File: config.mk
export PLATFORM = sky130hd
export DESIGN_NAME = ula_mul_sequencer
export DESIGN_NICKNAME = d
export VERILOG_FILES = /design/src/rtl/ula_pkg.sv /design/src/rtl/ula_operand_mux.sv /design/src/rtl/ula_mul_sequencer.sv
export SDC_FILE = /design/constraint.sdc
export NUM_CORES = 1
export LEC_CHECK = 0
export ABC_AREA = 1
export BUFFER_PORTS_ARGS = -buffer_cell sky130_fd_sc_hd__buf_2
export CAP_MARGIN = 20
export CORE_UTILIZATION = 29
export CTS_CLUSTER_DIAMETER = 80
export CTS_CLUSTER_SIZE = 28
export DETAILED_ROUTE_END_ITERATION = 12
export SETUP_SLACK_MARGIN = 0.1
export SYNTH_ARGS = -nofsm -noshare
export SYNTH_HDL_FRONTEND = slang
export SYNTH_HIERARCHICAL = 1
export SYNTH_SLANG_ARGS = --single-unit
File: constraint.sdc
create_clock -name clk -period 8.3 [get_ports clk]
set_input_delay 2.075 -clock clk [delete_from_list [all_inputs] [get_ports clk]]
set_output_delay 2.075 -clock clk [all_outputs]
set_load 0.02 [all_outputs]
File: src/rtl/ula_pkg.sv
// Shared ULA definitions: opcode encodings, datapath width and the
// multiply sequencer state type.
package ula_pkg;

  localparam int XLEN = 64;

  localparam logic [2:0] ULA_ADD = 3'b000;
  localparam logic [2:0] ULA_SUB = 3'b001;
  localparam logic [2:0] ULA_SLT = 3'b101;
  localparam logic [2:0] ULA_SLL = 3'b110;
  localparam logic [2:0] ULA_SRL = 3'b111;

  typedef enum logic [1:0] {
    IDLE  = 2'd0,
    STEP  = 2'd1,
    SHIFT = 2'd2,
    DONE  = 2'd3
  } mul_state_t;

endpackage

File: src/rtl/ula_operand_mux.sv
// Chooses who drives the shared ULA: the multiply sequencer (sel=1)
// or the EX stage (sel=0). Purely combinational.
module ula_operand_mux #(
  parameter int XLEN = 64
) (
  input  logic            sel,
  input  logic [XLEN-1:0] seq_operand1,
  input  logic [XLEN-1:0] seq_operand2,
  input  logic [2:0]      seq_src,
  input  logic [XLEN-1:0] ex_operand1,
  input  logic [XLEN-1:0] ex_operand2,
  input  logic [2:0]      ex_src,
  output logic [XLEN-1:0] ula_operand1,
  output logic [XLEN-1:0] ula_operand2,
  output logic [2:0]      ula_src
);

  assign ula_operand1 = sel ? seq_operand1 : ex_operand1;
  assign ula_operand2 = sel ? seq_operand2 : ex_operand2;
  assign ula_src      = sel ? seq_src      : ex_src;

endmodule

File: src/rtl/ula_mul_sequencer.sv
// Shift-add RV64 MUL controller that borrows the shared ULA for its add
// and shift-left steps, stalling EX (busy) until the product is consumed.
module ula_mul_sequencer
  import ula_pkg::*;
#(
  parameter int XLEN       = ula_pkg::XLEN,
  parameter int EARLY_EXIT = 1
) (
  input  logic            clk,
  input  logic            reset,
  input  logic            flush,
  input  logic            start_valid,
  output logic            start_ready,
  input  logic [XLEN-1:0] start_a,
  input  logic [XLEN-1:0] start_b,
  output logic            result_valid,
  input  logic            result_ready,
  output logic [XLEN-1:0] result,
  output logic            busy,
  input  logic [XLEN-1:0] ex_operand1,
  input  logic [XLEN-1:0] ex_operand2,
  input  logic [2:0]      ex_ula_src,
  output logic [XLEN-1:0] ula_operand1,
  output logic [XLEN-1:0] ula_operand2,
  output logic [2:0]      ula_src,
  input  logic [XLEN-1:0] ula_result
);

  localparam int CNT_W = $clog2(XLEN + 1);

  mul_state_t      state;
  mul_state_t      state_next;
  logic [XLEN-1:0] mcand;
  logic [XLEN-1:0] mplier;
  logic [XLEN-1:0] prod;
  logic [CNT_W-1:0] cnt;

  logic            accept;
  logic            load_prod;
  logic            do_shift;
  logic            finish;
  logic            seq_sel;
  logic [XLEN-1:0] seq_operand1;
  logic [XLEN-1:0] seq_operand2;
  logic [2:0]      seq_src;

  assign finish = (EARLY_EXIT != 0) ? (mplier == '0) : (cnt == CNT_W'(XLEN));

  always_comb begin
    state_next   = state;
    accept       = 1'b0;
    load_prod    = 1'b0;
    do_shift     = 1'b0;
    seq_operand1 = prod;
    seq_operand2 = mcand;
    seq_src      = ULA_ADD;
    case (state)
      IDLE: begin
        if (start_valid && !flush) begin
          accept     = 1'b1;
          state_next = STEP;
        end
      end
      STEP: begin
        if (finish) begin
          state_next = DONE;
        end else if (mplier[0]) begin
          load_prod  = 1'b1;
          state_next = SHIFT;
        end else begin
          seq_operand1 = mcand;
          seq_operand2 = XLEN'(1);
          seq_src      = ULA_SLL;
          do_shift     = 1'b1;
        end
      end
      SHIFT: begin
        seq_operand1 = mcand;
        seq_operand2 = XLEN'(1);
        seq_src      = ULA_SLL;
        do_shift     = 1'b1;
        state_next   = STEP;
      end
      DONE: begin
        if (result_ready && !flush) state_next = IDLE;
      end
      default: state_next = IDLE;
    endcase
    // Pipeline abort overrides every transition, including accept and handoff.
    if (flush) state_next = IDLE;
  end

  always_ff @(posedge clk or posedge reset) begin
    if (reset) begin
      state  <= IDLE;
      mcand  <= '0;
      mplier <= '0;
      prod   <= '0;
      cnt    <= '0;
    end else begin
      state <= state_next;
      if (accept) begin
        mcand  <= start_a;
        mplier <= start_b;
        prod   <= '0;
        cnt    <= '0;
      end else begin
        if (load_prod) prod <= ula_result;
        if (do_shift) begin
          mcand  <= ula_result;
          mplier <= mplier >> 1;
          cnt    <= cnt + 1'b1;
        end
      end
    end
  end

  assign seq_sel      = (state == STEP) || (state == SHIFT);
  assign busy         = (state != IDLE);
  assign start_ready  = (state == IDLE) && !flush;
  assign result_valid = (state == DONE) && !flush;
  assign result       = prod;

  ula_operand_mux #(
    .XLEN(XLEN)
  ) u_mux (
    .sel          (seq_sel),
    .seq_operand1 (seq_operand1),
    .seq_operand2 (seq_operand2),
    .seq_src      (seq_src),
    .ex_operand1  (ex_operand1),
    .ex_operand2  (ex_operand2),
    .ex_src       (ex_ula_src),
    .ula_operand1 (ula_operand1),
    .ula_operand2 (ula_operand2),
    .ula_src      (ula_src)
  );

endmodule

## Word-level counts from Yosys, hierarchy flattened

Index checks and enable logic that the tools add are counted.
W data, S select, Z words.

- Bits in registers: 194
- Input bits: 328
- Output and inout bits: 198
- Logic and storage cells: 54

- Equal/unequal tests: 6
- Mux-type cells: 32
- Reductions and logical operators: 12

Operator list:

| kind | number |
|---|---|
| $mux W64 | 12 |
| $pmux W64 S2 | 2 |
| $logic_not A64 Y1 | 1 |
| $mux W2 | 5 |
| $mux W3 | 3 |
| $pmux W2 S4 | 1 |
| $mux W1 | 7 |
| $ne A3 B3 Y1 const B | 2 |
| $pmux W3 S2 | 1 |
| $reduce_bool A2 Y1 | 3 |
| $eq A2 B2 Y1 const B | 2 |
| $logic_and A1 B1 Y1 | 4 |
| $ne A4 B4 Y1 const B | 1 |
| $reduce_and A3 Y1 | 1 |
| $eq A2 B1 Y1 const B | 1 |
| $logic_not A2 Y1 | 1 |
| $pmux W1 S2 | 1 |
| $logic_not A1 Y1 | 1 |
| $logic_or A1 B1 Y1 | 1 |

## Depth between registers and ports, before layout

Gate-level depths: netlist of run 1.

- Depth after elaboration: 5
- Depth in mapped cells: 14
- Gate-level depth less buffers: 12

## Cells and area by module

The synthesis of run 1 kept the hierarchy.

By module, submodules not included:

| module | times used | cells an instance | area each (um^2) | sequential area each (um^2) |
|---|---|---|---|---|
| ula_mul_sequencer | 1 | 1,923 | 12,319.3 | 4,854.7 |
| ula_operand_mux | 1 | 423 | 1,694.1 | 0.0 |

## Worst setup path before layout of run 1

OpenSTA, ideal clock, no wires.

- Path kind: input to output
- Start point: in flush
- End point: out start_ready
- Data arrival time: 2,425 ps
- Data required time: 6,225 ps
- Slack: 3,800 ps
- Stages: 1
- Buffers on the path: 0
- Cell sequence: nor2_1

- Longest elaborated chain between the ends: 2

Ends and longest elaborated chain:

| what | RTL line | source |
|---|---|---|
| start: declaration | ula_mul_sequencer.sv:11 | `input logic flush,` |
| $logic_not A1 Y1 | ula_mul_sequencer.sv:120 | `assign start_ready = (state == IDLE) && !flush;` |
| $logic_and A1 B1 Y1 | ula_mul_sequencer.sv:120 |  |
| end: declaration | ula_mul_sequencer.sv:13 | `output logic start_ready,` |

Every way passes these cells.

## Worst setup path in the final report of run 1

- Start point: reg mplier[12]
- End point: out ula_operand1[61]

- Longest elaborated chain between the ends: 4

Ends and longest elaborated chain:

| what | RTL line | source |
|---|---|---|
| start: declaration | ula_mul_sequencer.sv:34 | `logic [XLEN-1:0] mplier;` |
| start signal: assignment | ula_mul_sequencer.sv:104 | `mplier <= start_b;` |
| start signal: assignment | ula_mul_sequencer.sv:111 | `mplier <= mplier >> 1;` |
| $logic_not A64 Y1 | ula_mul_sequencer.sv:47 | `assign finish = (EARLY_EXIT != 0) ? (mplier == '0) : (cnt == CNT_W'(XLEN));` |
| $mux W64 | ula_mul_sequencer.sv:65 | `if (finish) begin` |
| $pmux W64 S2 | ula_mul_sequencer.sv:57 | `case (state)` |
| named net seq_operand1[61] | ula_mul_sequencer.sv:43 | `logic [XLEN-1:0] seq_operand1;` |
| $mux W64 | ula_operand_mux.sv:18 | `assign ula_operand1 = sel ? seq_operand1 : ex_operand1;` |
| end: declaration | ula_mul_sequencer.sv:23 | `output logic [XLEN-1:0] ula_operand1,` |

The timed path passes the listed nets, and every way through them passes these cells.

==> results by group, run 1 <==
Power and ir drop
  – Worst vdd ir: 320 uV
  – Clock Power Share: 11.8%
  – Lkg Pwr: 10.1 nW
  – P_int: 3.51 mW
  – Sequential Power Share: 20.9%
  – Pwr Total: 8.04 mW
  – Gate power share: 67.3%
  – Sw power: 4.53 mW
  – Switching fraction of total power: 56.4%
  – Power density over the cells: 461 mW/mm2

Hold path
  – Hold Crit Class: flip-flop to flip-flop
  – Hold path startpoint: mplier[57]$_DFFE_PP0P_

CTS
  – Clk_lat worst skew: 500 ps
  – H-tree Lvls: 4
  – Setup Fix Bufs, Post-CTS: 0
  – Clock tree buffer depth: 2
  – CTS buffer count: 17
  – Clk slew on worst S/H paths: 80 ps
  – CTS resizes: 0
  – Hold_buf cts: 0
  – Clock root cell: clkbuf_16
  – CTS tree: built
  – Clock Sinks: 194

Detailed routing
  – Total Routed Length: 55.9 mm
  – Antenna Violating Nets Remaining: 0
  – Iteration-0 DRC count of the detailed router: 1310
  – Vias per cell: 4.89
  – DRC: 0
  – 1st-pass router iterations: 6
  – Wire length per cell: 16.7 um
  – Vias: 16400

Final layout
  – Final core occ: 36.5%
  – Fin nets: 3053
  – Layout fillers: 5299
  – Share of cells above drive strength 1: 21.7%
  – Area Growth Syn to Fin: 24.5%
  – Non-Filler Instances: 3353

Synth
  – Post-synth EDFFs: 0
  – Most instantiated library cell after synthesis: nand2_1
  – Commonest cells in the netlist: nand2_1, dfrtp_1, nand3_1
  – Synth async-reset ratio: 100%
  – Cell area after synthesis: 0.0140 mm2
  – Most frequently used flop master after synthesis: dfrtp_1
  – Area contributors post-synth: dfrtp_1, nand2_1, nand3_1, nand4_1, a21oi_1
  – Sequential-to-total area share from yosys stat: 34.6%
  – Syn Nets: 2678
  – Synth cell types: 21
  – FF+latch count, synth: 194
  – Syn Inst Count: 2346
  – Yosys warns: 6
  – Post-Syn Area per Cell: 5.97 um2
  – Yosys top cell area share: 34.6%
  – Synth area leader: dfrtp_1

Die
  – Total core area: 0.0477 mm2
  – Die X-Extent: 222 um
  – Starting Density: 29.4%
  – Rows: 80
  – Die Ht: 222 um
  – Die area: 0.0492 mm2
  – # IOs: 526

STA
  – Worst-margin pin slew: 1010 ps
  – Slew Viols, Final: 0
  – Period utilization: 71.5%
  – Final Setup Violations: 0
  – Slew headroom: 32.9%
  – Setup_tns: 0 ps
  – Fmax: 168 MHz
  – Final Hold Viols: 0
  – RSZ-0062 raised after global routing: false
  – Worst Skew: 16.3 ps
  – Tmin final: 5940 ps

Setup path
  – Worst Path Required: 6230 ps
  – Arr. time, crit path: 3860 ps
  – CP most frequent cell: nand2_1
  – Crit Path Category: flip-flop to primary output
  – Buf/Inv on CP: 2
  – Crit-path cells: nor2_1 -> nand2_1 -> nor2_1 -> nand2_1 -> nor2_1 -> nand2_4 -> nand2_4 -> buf_4 -> nand2_1 -> nand3_1 -> a21oi_1 -> nand2_1 -> nand2_1 -> buf_2
  – Top delay family on crit path: simple AND/OR/NAND/NOR gates
  – Reg2reg start: state[0]$_DFFE_PP0P_
  – Worst R2R End: mcand[1]$_DFFE_PP0P_
  – Worst setup SP type: flip-flop
  – End of the critical path: ula_operand1[61]
  – Slowest CP cell: buf_4
  – CP endpoint kind: primary output
  – CP max FO: 67
  – Crit path largest cell delay: 730 ps
  – R2R cell count: 8
  – Crit path launch: mplier[12]$_DFFE_PP0P_
  – WP depth: 14
  – R2r setup slk: 4240 ps

Global route
  – GR Overflow Total: 0
  – Largest net degree at the start of global routing: 184
  – First-pass GRT wire length: 87.3 mm
  – Vias in the first global route: 15300
  – Initial antenna violation count: 5
  – GRT Resource Usage Total: 22.6%

Run status
  – Status: finished clean

Placement
  – IO Port Bufs: 525
  – Routability cong.: 0.807
  – Placed insts: 3317
  – DP HPWL: 37.1 mm

Flow run
  – Max Cap Viol: 0
[metrics by stage]
stage               worst slack, ps  hold slack (ps)  area [um2]
finish                         2360              551       17400
global route                   2100              571       17400
CTS                            2350              554       17400
detailed placement             2940              535       16800
global placement               2920              533       16800
floorplan                       941              503       14000
[sequential cells by signal (all words and copies together) (netlist names)]
name / flops
mcand: 64
mplier: 64
result: 64
state: 2
[worst register-to-register path, delay by kind of cell (launching register included)]
family                   cells  cell delay (ps)
adder cells (fa/ha/maj)      1              750
AND/OR/NAND/NOR              4             1330
buffers and inverters        3             1460
flip-flops                   1              440
[final cells by class]
type | instances | area, um2 | area share, %
Antenna cell | 4 | 10.0 | 0.0574
Inverter | 139 | 534 | 3.06
Multi-Input combinational cell | 1823 | 7820 | 44.8
Clock buffer | 21 | 470 | 2.70
Clock inverter | 11 | 175 | 1.00
Sequential cell | 194 | 4850 | 27.8
Timing Repair Buffer | 546 | 2810 | 16.1
Tap cell | 615 | 769 | 4.41
[routing by layer]
| layer | GRT usage [%] | part of all wire, % |
|---|---|---|
| met4 | 7.71 | 2.3 |
| met5 | 0 | 0 |
| met3 | 4.51 | 6.6 |
| met1 | 29.7 | 45 |
| met2 | 36.8 | 47 |
[worst min path at each step]
| stage | to | slack, ps | cells after the start |
|---|---|---|---|
| global placement | mplier[58]$_DFFE_PP0P_ | 530 | 2 |
| CTS | mplier[57]$_DFFE_PP0P_ | 550 | 2 |
| global route | mplier[13]$_DFFE_PP0P_ | 570 | 2 |
| finish | mplier[57]$_DFFE_PP0P_ | 550 | 2 |
| detailed placement | mplier[32]$_DFFE_PP0P_ | 530 | 2 |
| floorplan | state[1]$_DFFE_PP0P_ | 500 | 2 |
[power groups by stage]
stage / registers [mW] / logic (mW) / clock network [mW]
floorplan: 1.79 / 3.70 / 0
global placement: 1.68 / 5.40 / 0
detailed placement: 1.69 / 5.40 / 0
CTS: 1.67 / 5.42 / 0.972
global route: 1.73 / 5.98 / 1.01
finish: 1.68 / 5.41 / 0.949
[layout by cell type (no fill, tap or decap), types with 17 or more instances in the layout]
cell type	netlist	routed
nand2_1	1123	1119
nand4_1	128	128
clkbuf_16	0	17
o21ai_0	68	67
inv_1	138	134
buf_2	74	525
nand3_1	194	193
dfrtp_1	194	194
nor2_1	171	171
a21oi_1	129	129
buf_4	3	19
[cells by family after synthesis]
logic type	count (synthesis)	share of synthesized area, %
other cells	1	0.0268
fa+ha+maj	4	0.357
flops	194	34.6
compound gates	200	7.21
simple gates	1618	47.4
buf+inv	329	10.3
Note: power is estimated with default switching activity, not from simulation.
==> inputs of run 2 (changes only) <==
==> constraint.sdc (replaced) <==
create_clock -name clk -period 5.7 [get_ports clk]
set_input_delay 1.425 -clock clk [delete_from_list [all_inputs] [get_ports clk]]
set_output_delay 1.425 -clock clk [all_outputs]
set_load 0.02 [all_outputs]
==> run 2 against run 1 <==
  * Worst hold slack better by 0.87 ps
  * Critical path type unchanged
  * Combinational power up 46%
  * Die area unchanged
==> results by group, run 2 (same netlist as run 1, synthesis figures left out) <==
STA
  – RSZ-0062 raised after global routing: false
  – Final Setup Violations: 0 (unchanged)
  – Worst Skew: 15.8 ps (-0.480 ps)
  – Fmax: 218 MHz
  – Setup_tns: 0 ps (unchanged)
  – Slew headroom: 33.4% (+0.53 points)
  – Period utilization: 80.4%
  – WHS: 552 ps (+0.866 ps)
  – Final Hold Viols: 0 (unchanged)
  – PnR worst setup slack: 1120 ps (-1250 ps)
  – Tmin final: 4580 ps
  – Worst-margin pin slew: 999 ps (-7.95 ps)
  – Slew Viols, Final: 0 (unchanged)

Final layout
  – Most frequent cells in the layout: nand2_1, buf_2, dfrtp_1
  – Most common cell after layout, fill and taps aside: nand2_1
  – Non-Filler Instances: 3357 (+0.12%)
  – Area Growth Syn to Fin: 24.9%
  – Final Instance Area: 0.0175 mm2 (+0.34%)
  – Fin nets: 3054 (+0.033%)
  – Final core occ: 36.7% (+0.12 points)
  – Share of cells above drive strength 1: 21.7% (-0.065 points)

Placement
  – Post-place instance area: 0.0168 mm2 (+0.36%)
  – IO Port Bufs: 525 (unchanged)
  – Routability cong.: 0.852 (+5.6%)
  – Placed insts: 3317 (unchanged)
  – DP HPWL: 37.7 mm (+1.7%)
  – Setup WS pre-CTS: 1590 ps (-1350 ps)

Power and ir drop
  – Lkg Pwr: 10.1 nW (+0.14%)
  – Worst vdd ir: 593 uV (+85%)
  – Power density over the cells: 667 mW/mm2 (+45%)
  – Pwr Total: 11.7 mW (+45%)

Setup path
  – CP endpoint kind: primary output
  – CP max FO: 35 (-48%)
  – Worst setup SP type: flip-flop
  – Crit-path cells: nor2_1 -> nand2_1 -> nor2_1 -> nand2_1 -> nor2_1 -> nand2_4 -> nand2_4 -> buf_4 -> nand2_1 -> nand3_1 -> a21oi_1 -> nand2_1 -> nand2_1 -> buf_2
  – Crit path launch: mplier[51]$_DFFE_PP0P_
  – Worst Path Required: 4280 ps (-1950 ps)
  – R2R cell count: 13 (+5)
  – Crit path largest cell delay: 540 ps (-190 ps)
  – CP most frequent cell: nand2_1
  – Slowest CP cell: buf_4
  – Reg2reg start: mplier[51]$_DFFE_PP0P_
  – Arr. time, crit path: 3160 ps (-700 ps)
  – Crit Path Category: flip-flop to primary output

Detailed routing
  – Metal3 WL: 3.70 mm (+0.14%)
  – Iteration-0 DRC count of the detailed router: 1254 (-4.3%)
  – Vias per cell: 4.96 (+1.4%)
  – Wire length per cell: 16.7 um (+0.26%)
  – Total Routed Length: 56.1 mm (+0.38%)
  – Antenna Violating Nets Remaining: 0 (unchanged)
  – Top routing layer used: met5
  – DR WL met2: 26.5 mm (+1.6%)
  – DRC: 0 (unchanged)
  – Vias: 16700 (+1.5%)
  – 1st-pass router iterations: 5 (-1)
  – WL met1: 24.6 mm (-1.3%)

Die
  – Rows: 80 (unchanged)
  – Starting Density: 29.4% (unchanged)
  – Die X-Extent: 222 um (unchanged)
  – # IOs: 526 (unchanged)
  – Die Ht: 222 um (unchanged)
  – Total core area: 0.0477 mm2 (unchanged)
  – Die area: 0.0492 mm2 (unchanged)

Global route
  – GR Overflow Total: 0 (unchanged)
  – First-pass GRT wire length: 86.8 mm (-0.63%)
  – Largest net degree at the start of global routing: 196 (+6.5%)
  – Vias in the first global route: 15400 (+0.75%)
  – GRT Resource Usage Total: 22.3% (-0.23 points)
  – Initial antenna violation count: 9 (+4)

Flow run
  – Max Cap Viol: 0 (unchanged)

Hold path
  – Hold Crit Class: flip-flop to flip-flop
  – Hold path startpoint: mplier[56]$_DFFE_PP0P_
  – Hold Path Stages: 2 (unchanged)

CTS
  – Clk_lat worst skew: 470 ps (-30 ps)
  – CTS tree: built
  – Clock tree buffer depth: 2 (unchanged)
  – Clock root cell: clkbuf_16
  – CTS resizes: 0 (unchanged)
  – H-tree Lvls: 4 (unchanged)
  – CTS buffer count: 17 (unchanged)
  – Hold_buf cts: 0 (unchanged)
  – Clk slew on worst S/H paths: 80 ps (about the same)
  – Clock Sinks: 194 (unchanged)
  – Setup Fix Bufs, Post-CTS: 0 (unchanged)

Run status
  – Status: finished clean
run 2: changes by cell type in the layout (fill, tap and decap cells not counted), sizes merged:
cell,previous run,this run
buf,546,547
bufinv,4,3
clkbuf,21,23
clkinv,1,3
clkinvlp,4,2
diode,4,9
inv,141,138
run 2: final timing paths:
path                                                to  slack, ps
worst max-delay path                  ula_operand1[60]       1120
worst min-delay path            mplier[56]$_DFFE_PP0P_        550
worst max register to register   mcand[30]$_DFFE_PP0P_       1890
worst min register to register  mplier[56]$_DFFE_PP0P_        550
max in group asynchronous       result[22]$_DFFE_PP0P_       3700
min in group asynchronous       result[57]$_DFFE_PP0P_        900
run 2: critical path, delay by kind of cell (launching register included):
kind                   cells  cell delay [ps]
AND/OR/NAND/NOR           11             1450
buffers and inverters      2              700
flip-flops                 1              410
AO/OA/AOI/OAI              1               80
run 2: final cells by class:
type	instances	area, um2
Fill cell	5369	30200
Multi-Input combinational cell	1823	7820
Sequential cell	194	4850
Timing Repair Buffer	547	2890
Tap cell	615	769
Inverter	139	532
Clock buffer	23	488
Clock inverter	7	124
Antenna cell	9	22.5
run 2: report_power, final:
| part | internal [mW] | switching (mW) |
|---|---|---|
| logic | 2.39 | 5.52 |
| registers | 1.97 | 0.471 |
| clock network | 0.736 | 0.585 |
| total | 5.10 | 6.57 |
run 2: metal layers:
metal | track usage (%) | vias to the layer above
li1 | - | 8181
met1 | 29.0 | 7746
met2 | 37.2 | 657
met3 | 4.13 | 71
met4 | 7.71 | 2
met5 | 0 | -
==> inputs of run 3 (changes only) <==
==> constraint.sdc (replaced) <==
create_clock -name clk -period 4.2 [get_ports clk]
set_input_delay 1.05 -clock clk [delete_from_list [all_inputs] [get_ports clk]]
set_output_delay 1.05 -clock clk [all_outputs]
set_load 0.02 [all_outputs]
==> run 3 against run 2 <==
  * First-iteration DRC count up 8.2%
  * Utilization up 0.28 points
  * Sequential share of layout area down 0.21 points
  * Clock power up 30%
  * Cell area up 0.77%
  * Final cell count up 0.39%
==> results by group, run 3 (same netlist as run 1, synthesis figures left out) <==
Setup path
  – Crit path launch: state[0]$_DFFE_PP0P_
  – Arr. time, crit path: 2830 ps (-330 ps)
  – Worst Path Required: 3150 ps (-1130 ps)
  – Worst R2R End: mplier[33]$_DFFE_PP0P_
  – CP endpoint kind: primary output
  – Worst setup SP type: flip-flop
  – Crit Path Category: flip-flop to primary output
  – CP max FO: 65 (+86%)
  – R2r setup slk: 750 ps (-1140 ps)
  – R2R cell count: 13 (unchanged)
  – Reg2reg start: mplier[10]$_DFFE_PP0P_

Final layout
  – Most frequent cells in the layout: nand2_1, buf_2, dfrtp_1
  – Most common cell after layout, fill and taps aside: nand2_1
  – Area Growth Syn to Fin: 25.9%
  – Share of cells above drive strength 1: 22.1% (+0.48 points)
  – Fin nets: 3069 (+0.49%)

Detailed routing
  – DRC: 0 (unchanged)
  – Total Routed Length: 57.7 mm (+2.8%)
  – Vias: 16700 (-0.012%)
  – Iteration-0 DRC count of the detailed router: 1357 (+8.2%)
  – Vias per cell: 4.94 (-0.40%)
  – Antenna Violating Nets Remaining: 0 (unchanged)
  – 1st-pass router iterations: 6 (+1)
  – Wire length per cell: 17.1 um (+2.4%)

Placement
  – DP HPWL: 38.3 mm (+1.5%)
  – IO Port Bufs: 525 (unchanged)
  – Routability cong.: 0.830 (-2.6%)

Hold path
  – Hold Crit Class: flip-flop to flip-flop
  – Hold Path Stages: 2 (unchanged)
  – Hold Path Sink: mcand[27]$_DFFE_PP0P_
  – Hold path startpoint: mcand[27]$_DFFE_PP0P_

Die
  – Die X-Extent: 222 um (unchanged)
  – Die area: 0.0492 mm2 (unchanged)
  – Total core area: 0.0477 mm2 (unchanged)
  – Die Ht: 222 um (unchanged)
  – Rows: 80 (unchanged)
  – Starting Density: 29.4% (unchanged)
  – # IOs: 526 (unchanged)

STA
  – Tmin final: 3880 ps
  – Worst-margin pin slew: 1010 ps (+12.0 ps)
  – Worst Skew: 13.7 ps (-2.07 ps)
  – Slew Viols, Final: 0 (unchanged)
  – Period utilization: 92.3%
  – Slew headroom: 32.6% (-0.80 points)
  – Setup_tns: 0 ps (unchanged)
  – Fmax: 258 MHz
  – WHS: 550 ps (-1.97 ps)
  – Final Setup Violations: 0 (unchanged)
  – Final Hold Viols: 0 (unchanged)
  – RSZ-0062 raised after global routing: false

CTS
  – Clock tree buffer depth: 2 (unchanged)
  – Hold_buf cts: 0 (unchanged)
  – Clock Sinks: 194 (unchanged)
  – Clock root cell: clkbuf_16
  – H-tree Lvls: 4 (unchanged)
  – Clk slew on worst S/H paths: 70 ps (about the same)
  – CTS tree: built
  – Clk_lat worst skew: 460 ps (about the same)
  – CTS buffer count: 17 (unchanged)

Power and ir drop
  – Pwr Total: 16.0 mW (+37%)
  – Lkg Pwr: 10.1 nW (+0.67%)
  – Worst vdd ir: 688 uV (+16%)
  – Power density over the cells: 907 mW/mm2 (+36%)

Run status
  – Status: finished clean

Global route
  – First-pass GRT wire length: 88.9 mm (+2.4%)
  – Largest net degree at the start of global routing: 129 (-34%)
  – Initial antenna violation count: 7 (-2)
  – GR Overflow Total: 0 (unchanged)
  – Vias in the first global route: 15700 (+1.7%)
  – GRT Resource Usage Total: 23.1% (+0.73 points)

Flow run
  – Max Cap Viol: 0 (unchanged)
[run 3: cell types whose count changed in the layout (fill, tap and decap cells not counted), sizes merged, moves of 3 or more]
cell,delta
buf,+14
clkbuf,-3
clkinvlp,+5
diode,-4
[run 3: worst max-delay path: stages, from the launching register on]
cell and delay [ps]:
dfrtp_1 430, inv_1 180, ha_4 250, inv_2 80, buf_4 710, a21oi_1 90
a21oi_1 280, nand2_1 90, nand2_1 80, buf_2 160
[run 3: worst max path at each step]
stage                                 endpoint  slack, ps
after detailed placement      ula_operand1[18]        420
after global routing          ula_operand1[51]        120
after CTS                     ula_operand1[18]        180
final                         ula_operand1[35]        320
after floorplan           mcand[0]$_DFFE_PP0P_        650
after global placement        ula_operand1[34]        420
[run 3: layer usage]
metal / vias to the layer above / wire, um / GRT usage (%)
li1: 8216 / - / -
met1: 7725 / 25300 / 29.8
met2: 634 / 27400 / 38.6
met3: 78 / 3430 / 4.25
met4: 2 / 1620 / 7.75
met5: - / 13 / 0
[run 3: power by group]
| group | internal, mW | switching (mW) |
|---|---|---|
| combinational | 3.39 | 7.59 |
| sequential | 2.68 | 0.632 |
| clock | 0.895 | 0.814 |
| total | 6.96 | 9.03 |
[run 3: timing repair]
item,4_1_cts,5_1_grt
gates resized for setup,2,5
setup buffers,0,0
cloned,1,0
setup endpoints to repair,111,59
[run 3: area by class of cell]
class / count / area (um2)
Clock inverter: 12 / 133
Clock buffer: 20 / 447
Antenna cell: 5 / 12.5
Tap cell: 615 / 769
Timing Repair Buffer: 562 / 3070
Multi-Input combinational cell: 1823 / 7820
Inverter: 139 / 534
Fill cell: 5378 / 30100
Sequential cell: 194 / 4850
[run 3: through the flow]
stage | util [%] | cells | worst slack (ps) | instance area, um2
floorplan | - | 2346 | 646 | 14000
CTS | 36.9 | 3365 | 183 | 17600
finish | 36.9 | 3370 | 322 | 17600
detailed placement | 35.6 | 3332 | 423 | 17000
global placement | 35.5 | 3331 | 422 | 17000
global route | 36.9 | 3369 | 123 | 17600
